File: config.mk
export PLATFORM = sky130hd
export DESIGN_NAME = pipe_stage_elastic
export DESIGN_NICKNAME = d
export VERILOG_FILES = /design/src/rtl/pipe_stage_elastic.sv
export SDC_FILE = /design/constraint.sdc
export NUM_CORES = 1
export LEC_CHECK = 0
export CORE_MARGIN = 2
export CORE_UTILIZATION = 52
export CTS_BUF_LIST = sky130_fd_sc_hd__clkbuf_2 sky130_fd_sc_hd__clkbuf_4 sky130_fd_sc_hd__clkbuf_8
export CTS_CLUSTER_DIAMETER = 100
export DETAILED_ROUTE_END_ITERATION = 10
export PLACE_DENSITY = 0.83
export SLEW_MARGIN = 10
export SYNTH_ARGS = -nofsm -noshare
export SYNTH_HDL_FRONTEND = slang
export SYNTH_SLANG_ARGS = --single-unit
File: constraint.sdc
create_clock -name clk -period 2.38 [get_ports clk]
set_clock_uncertainty 0.15 [all_clocks]
set_input_delay 0.595 -clock clk [delete_from_list [all_inputs] [get_ports clk]]
set_output_delay 0.595 -clock clk [all_outputs]
set_load 0.02 [all_outputs]
File: src/rtl/pipe_stage_elastic.sv
// Elastic pipeline register with a 2-entry skid buffer (main + skid) under a
// valid/ready handshake. Every output is driven straight from a flop.
// Ports:
//   clk, rst (async, active-low), flush (sync squash of held entries)
//   in_valid/in_ready/in_ctrl/in_data     upstream handshake and payload
//   out_valid/out_ready/out_ctrl/out_data downstream handshake and payload
// out_ctrl reads 0 whenever out_valid is 0; out_data keeps its last value
// across bubbles unless a flush clears it (CLR_DATA_FLUSH != 0).
module pipe_stage_elastic #(
   parameter int unsigned CTRL_W         = 2,
   parameter int unsigned DATA_W         = 69,
   parameter int unsigned CLR_DATA_FLUSH = 0
) (
   input  logic              clk,
   input  logic              rst,
   input  logic              flush,
   input  logic              in_valid,
   output logic              in_ready,
   input  logic [CTRL_W-1:0] in_ctrl,
   input  logic [DATA_W-1:0] in_data,
   output logic              out_valid,
   input  logic              out_ready,
   output logic [CTRL_W-1:0] out_ctrl,
   output logic [DATA_W-1:0] out_data
);

   localparam logic [1:0] ST_EMPTY = 2'd0;
   localparam logic [1:0] ST_FULL  = 2'd1;
   localparam logic [1:0] ST_SKID  = 2'd2;

   logic [1:0]        state_q,     state_d;
   logic              out_valid_q, out_valid_d;
   logic              in_ready_q,  in_ready_d;
   logic [CTRL_W-1:0] main_ctrl_q, main_ctrl_d;
   logic [DATA_W-1:0] main_data_q, main_data_d;
   logic [CTRL_W-1:0] skid_ctrl_q, skid_ctrl_d;
   logic [DATA_W-1:0] skid_data_q, skid_data_d;
   logic              accept_c;

   // in_ready_q is low only in SKID, so no accept can happen there
   assign accept_c = in_valid & in_ready_q;

   // Next-state and payload steering
   always_comb begin
      state_d     = state_q;
      main_ctrl_d = main_ctrl_q;
      main_data_d = main_data_q;
      skid_ctrl_d = skid_ctrl_q;
      skid_data_d = skid_data_q;

      if (flush) begin
         // Squash everything, drop any same-cycle accept
         state_d     = ST_EMPTY;
         main_ctrl_d = '0;
         skid_ctrl_d = '0;
         if (CLR_DATA_FLUSH != 0) begin
            main_data_d = '0;
            skid_data_d = '0;
         end
      end else begin
         case (state_q)
            ST_EMPTY: begin
               if (accept_c) begin
                  state_d     = ST_FULL;
                  main_ctrl_d = in_ctrl;
                  main_data_d = in_data;
               end
            end
            ST_FULL: begin
               if (accept_c && out_ready) begin
                  main_ctrl_d = in_ctrl;
                  main_data_d = in_data;
               end else if (accept_c) begin
                  state_d     = ST_SKID;
                  skid_ctrl_d = in_ctrl;
                  skid_data_d = in_data;
               end else if (out_ready) begin
                  // Bubble: control zeroed, data left as-is
                  state_d     = ST_EMPTY;
                  main_ctrl_d = '0;
               end
            end
            ST_SKID: begin
               if (out_ready) begin
                  state_d     = ST_FULL;
                  main_ctrl_d = skid_ctrl_q;
                  main_data_d = skid_data_q;
               end
            end
            default: begin
               state_d     = ST_EMPTY;
               main_ctrl_d = '0;
            end
         endcase
      end

      out_valid_d = (state_d != ST_EMPTY);
      in_ready_d  = (state_d != ST_SKID);
   end

   // State and payload registers
   always_ff @(posedge clk or negedge rst) begin
      if (!rst) begin
         state_q     <= ST_EMPTY;
         out_valid_q <= 1'b0;
         in_ready_q  <= 1'b1;
         main_ctrl_q <= '0;
         main_data_q <= '0;
         skid_ctrl_q <= '0;
         skid_data_q <= '0;
      end else begin
         state_q     <= state_d;
         out_valid_q <= out_valid_d;
         in_ready_q  <= in_ready_d;
         main_ctrl_q <= main_ctrl_d;
         main_data_q <= main_data_d;
         skid_ctrl_q <= skid_ctrl_d;
         skid_data_q <= skid_data_d;
      end
   end

   assign in_ready  = in_ready_q;
   assign out_valid = out_valid_q;
   assign out_ctrl  = main_ctrl_q;
   assign out_data  = main_data_q;

endmodule

## Word level (Yosys, flattened, before mapping)

Cells that the tools add are included.

| word-level totals | value |
|---|---|
| output and inout bits | 73 |
| flip-flop bits (word level) | 146 |
| bits of input ports | 76 |
| logic and storage cells | 52 |

| cells by class | value |
|---|---|
| bitwise logic cells | 3 |
| multiplexer cells | 21 |
| eq/ne operators | 11 |
| reduce and logical (&&, ||, !) cells | 10 |

Operators by type and width:

| operator | count |
|---|---|
| $mux W69 | 3 |
| $pmux W69 S3 | 1 |
| $mux W2 | 15 |
| $pmux W2 S3 | 2 |
| $ne A2 B2 Y1 const B | 5 |
| $ne A4 B4 Y1 const B | 2 |
| $reduce_and A4 Y1 | 2 |
| $ne A3 B3 Y1 const B | 2 |
| $reduce_bool A2 Y1 | 3 |
| $reduce_and A5 Y1 | 1 |
| $reduce_and A3 Y1 | 1 |
| $reduce_bool A3 Y1 | 1 |
| $eq A2 B1 Y1 const B | 1 |
| $eq A2 B2 Y1 const B | 1 |
| $logic_not A2 Y1 | 1 |
| $not A1 Y1 | 2 |
| $and A1 B1 Y1 | 1 |
| $logic_and A1 B1 Y1 | 1 |

## Depth between registers and ports, before layout

Gate-level depths: netlist (run 1).

| logic depth | value |
|---|---|
| depth in word-level cells | 6 |
| mapped depth | 6 |

## Worst setup path after synthesis (run 1)

OpenSTA, ideal clock, no wires.

| path | value |
|---|---|
| path kind | input port to flip-flop |
| start | input out_ready |
| end | register main_data_q[10] (netlist: out_data[10]) |
| required time | 2105 ps |
| arrival time | 1881 ps |
| setup slack | 224 ps |
| stages | 6 |
| cell sequence | buf_2 > nand4b_1 > a31oi_2 > buf_2 > buf_4 > mux2_2 |

| on the way | value |
|---|---|
| word-level cells in the longest chain between the ends | 3 |

RTL lines:

| what | line | RTL |
|---|---|---|
| start: declaration | 22 | `input logic out_ready,` |
| $logic_and A1 B1 Y1 | 70 | `if (accept_c && out_ready) begin` |
| $ne A2 B2 Y1 (no source line) | - |  |
| $reduce_and A5 Y1 (no source line) * | - |  |
| end signal: assignment | 116 | `main_data_q <= main_data_d;` |
| end: declaration | 35 | `logic [DATA_W-1:0] main_data_q, main_data_d;` |

Every way passes the cells marked *; elsewhere a longest branch is shown, timed or not.
A chain may end at the register's enable or synchronous reset.

## Final worst setup path (run 1)

| path | value |
|---|---|
| start | input out_ready |
| end | register skid_data_q[37] |

| on the way | value |
|---|---|
| word-level cells in the longest chain between the ends | 3 |

RTL lines:

| what | line | RTL |
|---|---|---|
| $logic_and A1 B1 Y1 | 70 |  |
| $not A1 Y1 (no source line) | - |  |
| $reduce_and A4 Y1 (no source line) | - |  |
| end signal: assignment | 118 | `skid_data_q <= skid_data_d;` |
| end: declaration | 37 | `logic [DATA_W-1:0] skid_data_q, skid_data_d;` |

Every way passes these cells.

==> results of run 1 <==
-- layout make-up --
| type | count | share of cell area, % |
|---|---|---|
| sequential | 146 | 42.2 |
| multi-input combinational | 245 | 30.5 |
| clock inverter | 3 | 0.462 |
| clock buffer | 29 | 4.32 |
| tap | 168 | 2.43 |
| timing repair buffer | 169 | 20.1 |
-- synthesized netlist by cell type, types with 2 or more instances --
| cell | instances | share of area (%) |
|---|---|---|
| dfrtp_1 | 145 | 56 |
| mux2i_1 | 3 | 0.47 |
| nand3_1 | 2 | 0.16 |
| clkbuf_1 | 3 | 0.18 |
| a21o_1 | 2 | 0.23 |
| nand3b_1 | 3 | 0.35 |
| buf_2 | 17 | 1.3 |
| a21oi_1 | 2 | 0.16 |
| mux2_2 | 197 | 35 |
| or2_2 | 2 | 0.19 |
| buf_6 | 2 | 0.35 |
| o2bb2ai_1 | 2 | 0.27 |
| a22o_1 | 2 | 0.27 |
| mux2_1 | 10 | 1.8 |
| o21ai_0 | 3 | 0.23 |
| buf_4 | 4 | 0.47 |
-- metal layers --
layer | global-route usage [%] | routed length, um
met1 | 26.6 | 5820
met2 | 35.8 | 6410
met3 | 7.59 | 873
met4 | 5.94 | 109
met5 | 0 | 0
-- through the flow --
step           hold WS [ns]  cell area, um^2  total power [uW]  std cells  TNS [ns]
2_1_floorplan         0.149             6430              4680        417         0
3_3_place_gp          0.313             8240              5620        727    -31.51
3_5_place_dp          0.325             8240              5750        727    -35.49
4_1_cts               0.341             8660              7720        760         0
5_1_grt               0.354             8660              8060        760         0
6_report              0.337             8660              7640        760         0
-- what timing repair did --
item | CTS | global route
hold endpoints to repair | 49 | 0
resized for setup | 1 | 0
hold buffers | 1 | 0
endpoints found under the setup margin | 1 | 0
-- logic make-up after synthesis --
family / count (synthesis) / synth area share (%)
AO/OA/AOI/OAI: 16 / 1.85
buffers and inverters: 26 / 2.32
flip-flops: 146 / 56.9
multiplexers: 210 / 36.7
AND/OR/NAND/NOR: 19 / 2.22
-- critical path: stages --
cell	delay, ns
clkdlybuf4s50_1	0.43
or3b_1	0.43
nor3_4	0.30
buf_12	0.28
mux2_2	0.37
-- how the worst min path moves through the flow --
| stage | from | endpoint | slack [ns] |
|---|---|---|---|
| global placement | skid_data_q[66] | skid_data_q[66] | 0.31 |
| global route | skid_data_q[58] | skid_data_q[58] | 0.35 |
| detailed placement | skid_data_q[60] | skid_data_q[60] | 0.33 |
| floorplan | rst | out_ctrl[0] | 0.15 |
| CTS | skid_data_q[60] | skid_data_q[60] | 0.34 |
| finish | skid_data_q[58] | skid_data_q[58] | 0.34 |
-- where the power goes --
part           total, uW  leakage (uW)  switching (uW)  internal (uW)
Combinational       2140       0.00164             882           1250
Clock               1960      0.000220             861           1100
Sequential          3540       0.00176             365           3180
Total               7640       0.00363            2110           5530
-- flip-flops by register name, indices dropped and copies added (netlist names) --
name,flops
in_ready,1
state_q,2
skid_data_q,69
out_ctrl,2
skid_ctrl_q,2
out_valid,1
out_data,69
==> summary.md, run 1 <==
| Metric | Value |
|---|---|
| Status | complete, no violations |
| CTS Buf Count | 17 |
| Largest net degree at the start of global routing | 54 |
| Die W | 115 um |
| Share of layout cells above drive strength 1 | 43.2% |
| Die area | 13300 um^2 |
| Slew at the pin closest to its max-slew limit | 0.512 ns |
| F_max | 438 MHz |
| Multi-input gate area | 2640 um^2 |
| Max_slew headroom | 65.8% |
| Syn. warnings | 0 |
| Antenna violations before repair | 0 |
| Setup Buffers After CTS | 0 |
| Std cell rows | 40 |
| Ant. Diodes | 0 |
| Vias in the first global route | 4434 |
| RR Endpoint | skid_data_q[37] |
| DRC violations left | 0 |
| FF-to-FF setup slack | 0.16 ns |
| CP Capture Point | skid_data_q[37] |
| Root Driver | clkbuf_8 |
| Reg-to-reg startpoint | state_q[0] |
| CTS clk-pin slew, worst paths | 0.07 ns |
| Worst VDD drop | 0.700 mV |
| RePlAce Congestion | 0.797 |
| Drt wl/cell | 17.4 um |
| FF/Latch Area | 3650 um^2 |
| Worst hold-check path type | reg -> reg |
| Setup WS pre-CTS | -0.326 ns |
| Critical path type | in -> reg |
| Via Count | 4009 |
| RSZ-0062 raised after global routing | false |
| Final slew viol count | 0 |
| Path depth of the worst reg2reg path | 4 |
| Top FF cell, synth | dfrtp_1 |
| Post-DP HPWL | 9170 um |
| Setup ws final | 0.0944 ns |
| Syn Inst Count | 417 |
| Drt initial violations | 133 |
| Core Area | 12100 um^2 |
| First-pass GRT wire length | 22000 um |
| Clock buffer depth | 2 |
| Critical path startpoint | out_ready |
| Total iterations of the first detailed-routing run | 4 |
| Required @ worst endpoint | 2.54 ns |
| Syn Nets | 493 |
| Worst-Skew Late Latency | 0.42 ns |
| Final core occ | 71.8% |
| CTS tree | done |
| Endpoint class of the critical path | flop |
| Post-Syn Area | 6430 um^2 |
| Final Setup Violations | 0 |
| P per Cell Area | 882 nW/um^2 |
| Number of enable flip-flop cells after synthesis | 0 |
| Via density | 5.28 |
| Synth unique cells | 34 |
| I/O pins | 149 |
| Register area share after synthesis | 56.9% |
| Mapped Avg Cell Area | 15.4 um^2 |
| Post-synth ARST share | 100% |
| Crit-path max FO | 41 |
| Critical Path Start Type | primary input |
| Most common cell after layout, fill and taps aside | mux2_2 |
| Detail Route Antenna Nets | 0 |
| Final Hold Viols | 0 |
| Overall Global Routing Usage | 21.4% |
| CP Data Arrival Time | 2.45 ns |
| Die height | 115 um |
| Most frequent cells in the layout | 197 x mux2_2, 146 x clkdlybuf4s50_1, 145 x dfrtp_1 |
| Fill cells | 831 |
| Hold depth | 1 |
| Clock sinks | 146 |
| H-tree depth | 4 |
| Fin crit period | 2.29 ns |
| Max-cap violations | 0 |
| Port buffer count | 148 |
| Synthesis-to-layout area growth | 34.8% |
| Final Cycle Share | 96.0% |
| Leak pwr | 0.00363 uW |
| Detailed Route WL | 13200 um |
| #FFs+latches synth | 146 |
| Nets | 655 |
| Initial Util | 53.3% |
| Gr ovfl total | 0 |
Power figures use the tool's default switching activity.
==> run 2: changes to the inputs <==
--- a/config.mk
+++ b/config.mk
@@ -6,11 +6,11 @@
 export NUM_CORES = 1
 export LEC_CHECK = 0
 export CORE_MARGIN = 2
-export CORE_UTILIZATION = 52
+export CORE_UTILIZATION = 47
 export CTS_BUF_LIST = sky130_fd_sc_hd__clkbuf_2 sky130_fd_sc_hd__clkbuf_4 sky130_fd_sc_hd__clkbuf_8
 export CTS_CLUSTER_DIAMETER = 100
 export DETAILED_ROUTE_END_ITERATION = 10
-export PLACE_DENSITY = 0.83
+export PLACE_DENSITY = 0.79
 export SLEW_MARGIN = 10
 export SYNTH_ARGS = -nofsm -noshare
 export SYNTH_HDL_FRONTEND = slang
==> constraint.sdc (replaced) <==
create_clock -name clk -period 2.1 [get_ports clk]
set_clock_uncertainty 0.15 [all_clocks]
set_input_delay 0.525 -clock clk [delete_from_list [all_inputs] [get_ports clk]]
set_output_delay 0.525 -clock clk [all_outputs]
set_load 0.02 [all_outputs]
==> run 2 against run 1 <==
First-iteration DRC count is 72% higher; critical path depth is 4 lower; routed wire length is 6.8% higher; non-clock buffer count is 6 higher; setup slack worse by 0.025 ns; sequential power is 13% higher; largest cell class unchanged; largest power group unchanged.
==> summary.md, run 2 (synthesized netlist as in run 1, its figures left out) <==
| Metric | Value |
|---|---|
| Worst VDD drop | 0.486 mV (-31%) |
| FF-to-FF setup slack | 0.09 ns (-0.07 ns) |
| Hold Crit Start | skid_data_q[64] |
| Final Hold Viols | 0 (unchanged) |
| Status | complete, no violations |
| Initial Util | 48.3% (-4.9 points) |
| CTS clk-pin slew, worst paths | 0.07 ns (about the same) |
| Leak pwr | 0.00392 uW (+8.2%) |
| Clock buffer depth | 2 (unchanged) |
| Max-cap violations | 0 (unchanged) |
| Drt wl/cell | 18.2 um (+4.8%) |
| Gr busiest metal | met2 |
| Die area | 14600 um^2 (+10%) |
| Post-DP HPWL | 9030 um (-1.6%) |
| Nets | 661 (+0.92%) |
| Endpoint class of the critical path | output pin |
| Slew at the pin closest to its max-slew limit | 0.343 ns (-0.170 ns) |
| Core Area | 13300 um^2 (+10%) |
| CP Data Arrival Time | 1.36 ns (-1.09 ns) |
| Final hold slack | 0.339 ns (+0.00172 ns) |
| I/O pins | 149 (unchanged) |
| Cell Area, Placed | 8250 um^2 (+0.21%) |
| Reg-to-reg startpoint | state_q[0] |
| Largest net degree at the start of global routing | 56 (+3.7%) |
| H-tree depth | 4 (unchanged) |
| Clock sinks | 146 (unchanged) |
| Most frequent cells in the layout | 197 x mux2_2, 145 x dfrtp_1, 74 x clkdlybuf4s50_1 |
| Hold endpoint | skid_data_q[64] |
| Die height | 121 um (+5.0%) |
| Finished Layout Cells | 774 (+1.8%) |
| Std cell rows | 42 (+5.0%) |
| Crit-path max cell delay | 0.59 ns (+0.16 ns) |
| Fin crit period | 2.03 ns |
| Worst hold-check path type | reg -> reg |
| RePlAce Congestion | 0.766 (-3.9%) |
| Setup WS pre-CTS | -0.522 ns (-0.196 ns) |
| Via Count | 4037 (+0.70%) |
| Path depth of the worst reg2reg path | 6 (+2) |
| Via density | 5.22 (-1.1%) |
| F_max | 492 MHz |
| GR Util met2 | 31.3% (-4.4 points) |
| Overall Global Routing Usage | 19.0% (-2.4 points) |
| Most common cell after layout, fill and taps aside | mux2_2 |
| Max_slew headroom | 77.1% (+11 points) |
| Critical path type | reg -> out |
| Synthesis-to-layout area growth | 36.9% |
| CP bufs+invs | 1 (-1) |
| Detail Route Antenna Nets | 0 (unchanged) |
| CTS Buf Count | 17 (unchanged) |
| Die W | 121 um (+5.0%) |
| Met3 global-route usage | 6.06% (-1.5 points) |
| Gr ovfl total | 0 (unchanged) |
| Drt initial violations | 229 (+72%) |
| Setup ws final | 0.0692 ns (-0.0253 ns) |
| Final core occ | 66.2% (-5.6 points) |
| Port buffer count | 148 (unchanged) |
| CTS tree | done |
| Worst-Skew Late Latency | 0.43 ns (about the same) |
| Root Driver | clkbuf_8 |
| Required @ worst endpoint | 1.42 ns (-1.12 ns) |
| Final instance area | 8800 um^2 (+1.6%) |
| Antenna violations before repair | 0 (unchanged) |
| Final Setup Violations | 0 (unchanged) |
| Total iterations of the first detailed-routing run | 4 (unchanged) |
| Ant. Diodes | 0 (unchanged) |
| First-pass GRT wire length | 21600 um (-1.9%) |
| Hold depth | 1 (unchanged) |
| Crit-path max FO | 1 (-98%) |
| Vias in the first global route | 4340 (-2.1%) |
| Detailed Route WL | 14100 um (+6.8%) |
| Placed cell count | 736 (+1.2%) |
| RSZ-0062 raised after global routing | false |
| Slowest-stage cell, CP | clkdlybuf4s50_1 |
| Crit path cell chain | clkdlybuf4s50_1 |
| RR Endpoint | out_data[0] |
| Top delay family on crit path | buffers and inverters |
| Critical Path Start Type | flop |
| DRC violations left | 0 (unchanged) |
| Share of layout cells above drive strength 1 | 44.0% (+0.74 points) |
| Final Cycle Share | 96.7% |
| Met1 Usage GRT | 23.0% (-3.5 points) |
| Final slew viol count | 0 (unchanged) |
| P per Cell Area | 976 nW/um^2 (+11%) |
==> run 2: final cells by class <==
class                      count  area [um^2]
clock inverter                 7         95.1
multi-input combinational    245         2640
clock buffer                  25          338
tap                          176          220
timing repair buffer         175         1850
fill                         990         4500
sequential                   146         3650
==> run 2: where the power goes <==
group / switching (uW) / leakage (uW) / internal, uW / total [uW]
Clock: 1010 / 0.000210 / 1290 / 2300
Combinational: 1020 / 0.00195 / 1250 / 2270
Sequential: 404 / 0.00176 / 3600 / 4010
Total: 2440 / 0.00392 / 6150 / 8580
==> run 2: worst max-delay path by stage <==
stage          depth (start not counted)               to  startpoint
2_1_floorplan                          6     out_data[10]   out_ready
3_3_place_gp                           5  skid_data_q[45]   out_ready
3_5_place_dp                           5  skid_data_q[32]   out_ready
4_1_cts                                5  skid_data_q[31]   out_ready
5_1_grt                                1        out_valid   out_valid
6_report                               1        out_valid   out_valid
==> run 2: metrics by stage <==
stage | TNS, ns | total power (uW)
after floorplan | 0 | 5300
after global placement | -60.00 | 6380
after detailed placement | -63.92 | 6510
after CTS | -0.127 | 8660
after global routing | 0 | 9050
final | 0 | 8580
==> run 2: repair_timing <==
action,in CTS,in global routing
endpoints found under the setup margin,98,142
hold endpoints to repair,30,0
hold buffers,1,0
gates resized for setup,58,19
buffers inserted,0,2
pin swaps,0,2
gates cloned,0,3
==> run 2: per-layer routing <==
metal	vias to the layer above	routed length, um	share of wire, %
li1	1852	-	-
met1	2050	6180	44
met2	112	6820	48
met3	23	828	5.9
met4	0	278	2.0
met5	-	0	0
==> RTL change, RTL diff (config.mk and constraints of run 2) <==
`CTRL_W`: 2 -> 4.
--- a/src/rtl/pipe_stage_elastic.sv
+++ b/src/rtl/pipe_stage_elastic.sv
@@ -7,7 +7,7 @@
 // out_ctrl reads 0 whenever out_valid is 0; out_data keeps its last value
 // across bubbles unless a flush clears it (CLR_DATA_FLUSH != 0).
 module pipe_stage_elastic #(
-   parameter int unsigned CTRL_W         = 2,
+   parameter int unsigned CTRL_W         = 4,
    parameter int unsigned DATA_W         = 69,
    parameter int unsigned CLR_DATA_FLUSH = 0
 ) (
Interface: changed (resized in_ctrl and out_ctrl); port bits go from 149 to 153. The function was not compared with the original's and may differ.
==> RTL change against run 2 <==
  * Combinational power down 18%
  * Synthesized area fell by 0.76%
  * Critical path type is now in -> reg
  * Cell area is 1.3% lower
  * Final cell count increased by 12%
  * Power fell by 4.3%
  * Routed wire length fell by 1.1%
  * Synthesized cell count increased by 23%
  * Sequential cell count rose by 4
  * First-iteration DRC count up 24%
  * Via count rose by 11%
  * Highest routed layer unchanged
  * Worst setup slack worse by 38 ps
==> RTL change: results (changes against run 2) <==
### Place
• final weighted congestion of routability-driven global placement: 0.799, was 0.766
• Buffers on Ports: 152, was 148
• setup slack at placement: -503 ps, was -522 ps
• DP Cell Count: 832, was 736
• placement-stage cell area: 8280 um^2, was 8250 um^2

### Setup path
• arrival time of the worst setup path: 2240 ps, was 1360 ps
• Critical Path Source: out_ready, was out_valid$_DFF_PN0_
• Critical R2R Launch: in_ready$_DFF_PN1_, was state_q[0]$_DFF_PN0_

### Routing
• Iteration-0 DRC Markers: 283, was 229
• number of vias after detailed routing: 4494, was 4037
• drt total wl: 13900 um, was 14100 um

### Layout
• total number of multi-input combinational cells: 325, was 245
• share of cells above drive strength 1: 18.4%, was 44.0%
• Layout clock buffers: 20, was 25
• Clock-cell share: 5.13%, was 4.92%
• Non-clock buffers, area share: 21.0%, about the same
• number of fillers in the final layout: 1027, was 990

### Logic synthesis
• post-synthesis sequential area ratio: 58.9%, was 56.9%
• syn_nets: 590, was 493
• leading post-synthesis cells by cell area: sky130_fd_sc_hd__dfrtp_1 (58%), sky130_fd_sc_hd__mux2i_1 (12%), sky130_fd_sc_hd__mux2_2 (10%), was sky130_fd_sc_hd__dfrtp_1 (56%), sky130_fd_sc_hd__mux2_2 (35%), sky130_fd_sc_hd__mux2_1 (1.8%)
• post-synthesis cell type count: 30, was 34
• post-synthesis register bit count: 150, was 146
• count of mapped cells out of synthesis: 512, was 417
• Commonest cells post-synth: sky130_fd_sc_hd__dfrtp_1 (149), sky130_fd_sc_hd__mux2i_1 (78), sky130_fd_sc_hd__nand2_1 (75), sky130_fd_sc_hd__o21ai_0 (75), sky130_fd_sc_hd__mux2_2 (59), was sky130_fd_sc_hd__mux2_2 (197), sky130_fd_sc_hd__dfrtp_1 (145), sky130_fd_sc_hd__buf_2 (17)

### Power and ir drop
• peak ir drop on the vdd network: 0.000591 V, was 0.000486 V

### Status
• status: complete, no violations, unchanged

### Worst hold path
• beginning of the worst hold path: out_data[51]$_DFFE_PN0P_, was skid_data_q[64]$_DFFE_PN0P_

### Global route
• vias in the first global route: 4624, was 4340
• met2 usage in global routing: 31.8%, was 31.3%
• M3 GR Usage: 5.05%, was 6.06%
• global-route wire length before repair: 23000 um, was 21600 um
• maximum number of pins on one net before global-route repair: 48, was 56
• Overall Global Routing Usage: 20.3%, was 19.0%

### Die
• die span in x: 120 um, was 121 um

### CTS
• Resize count post-CTS: 75, was 58
• Clk Latency, worst-skew pair: 450 ps, was 430 ps

### STA
• pin slew with the least headroom to its limit: 406 ps, was 343 ps

-- RTL change: changes by cell type in the layout (fill, tap and decap cells not counted), moves of 5 or more --
cell	change
sky130_fd_sc_hd__mux2_2	-138
sky130_fd_sc_hd__dlymetal6s2s_1	-16
sky130_fd_sc_hd__dlygate4sd2_1	+19
sky130_fd_sc_hd__clkbuf_8	-5
sky130_fd_sc_hd__nor2_1	+5
sky130_fd_sc_hd__nand2_1	+74
sky130_fd_sc_hd__o21ai_0	+72
sky130_fd_sc_hd__mux2i_1	+75
-- RTL change: critical path, stage by stage --
cell and delay [ps]:
sky130_fd_sc_hd__clkdlybuf4s50_1 440, sky130_fd_sc_hd__nand2b_4 150, sky130_fd_sc_hd__or2_1 250, sky130_fd_sc_hd__nor3_4 140
sky130_fd_sc_hd__buf_4 180, sky130_fd_sc_hd__buf_12 190, sky130_fd_sc_hd__mux2_1 350
-- RTL change: power by group --
group          internal [mW]  total [mW]  switching (mW)
combinational          0.919        1.86           0.939
sequential              3.57        3.93           0.362
clock                   1.37        2.42            1.05
-- RTL change: logic make-up after synthesis --
family	share of synthesized area (%)
flops	58.9
simple gates	6.32
buf+inv	3.28
compound gates	7.10
mux	24.4
-- RTL change: path summary, 6_finish.rpt --
check	end	slack (ps)	cells past startpoint
setup / recovery	skid_data_q[61]$_DFFE_PN0P_	30	7
hold / removal	out_data[51]$_DFFE_PN0P_	330	2
setup reg to reg	skid_data_q[61]$_DFFE_PN0P_	220	5
hold reg to reg	out_data[51]$_DFFE_PN0P_	330	2
max in group asynchronous	skid_data_q[64]$_DFFE_PN0P_	800	3
min in group asynchronous	out_data[52]$_DFFE_PN0P_	410	2
-- RTL change: routing by layer --
layer  up-vias  part of all wire, %
met5         -                    0
met4         0                  3.4
met3        38                  5.0
met2       139                   48
met1      2192                   44
li1       2125                    -
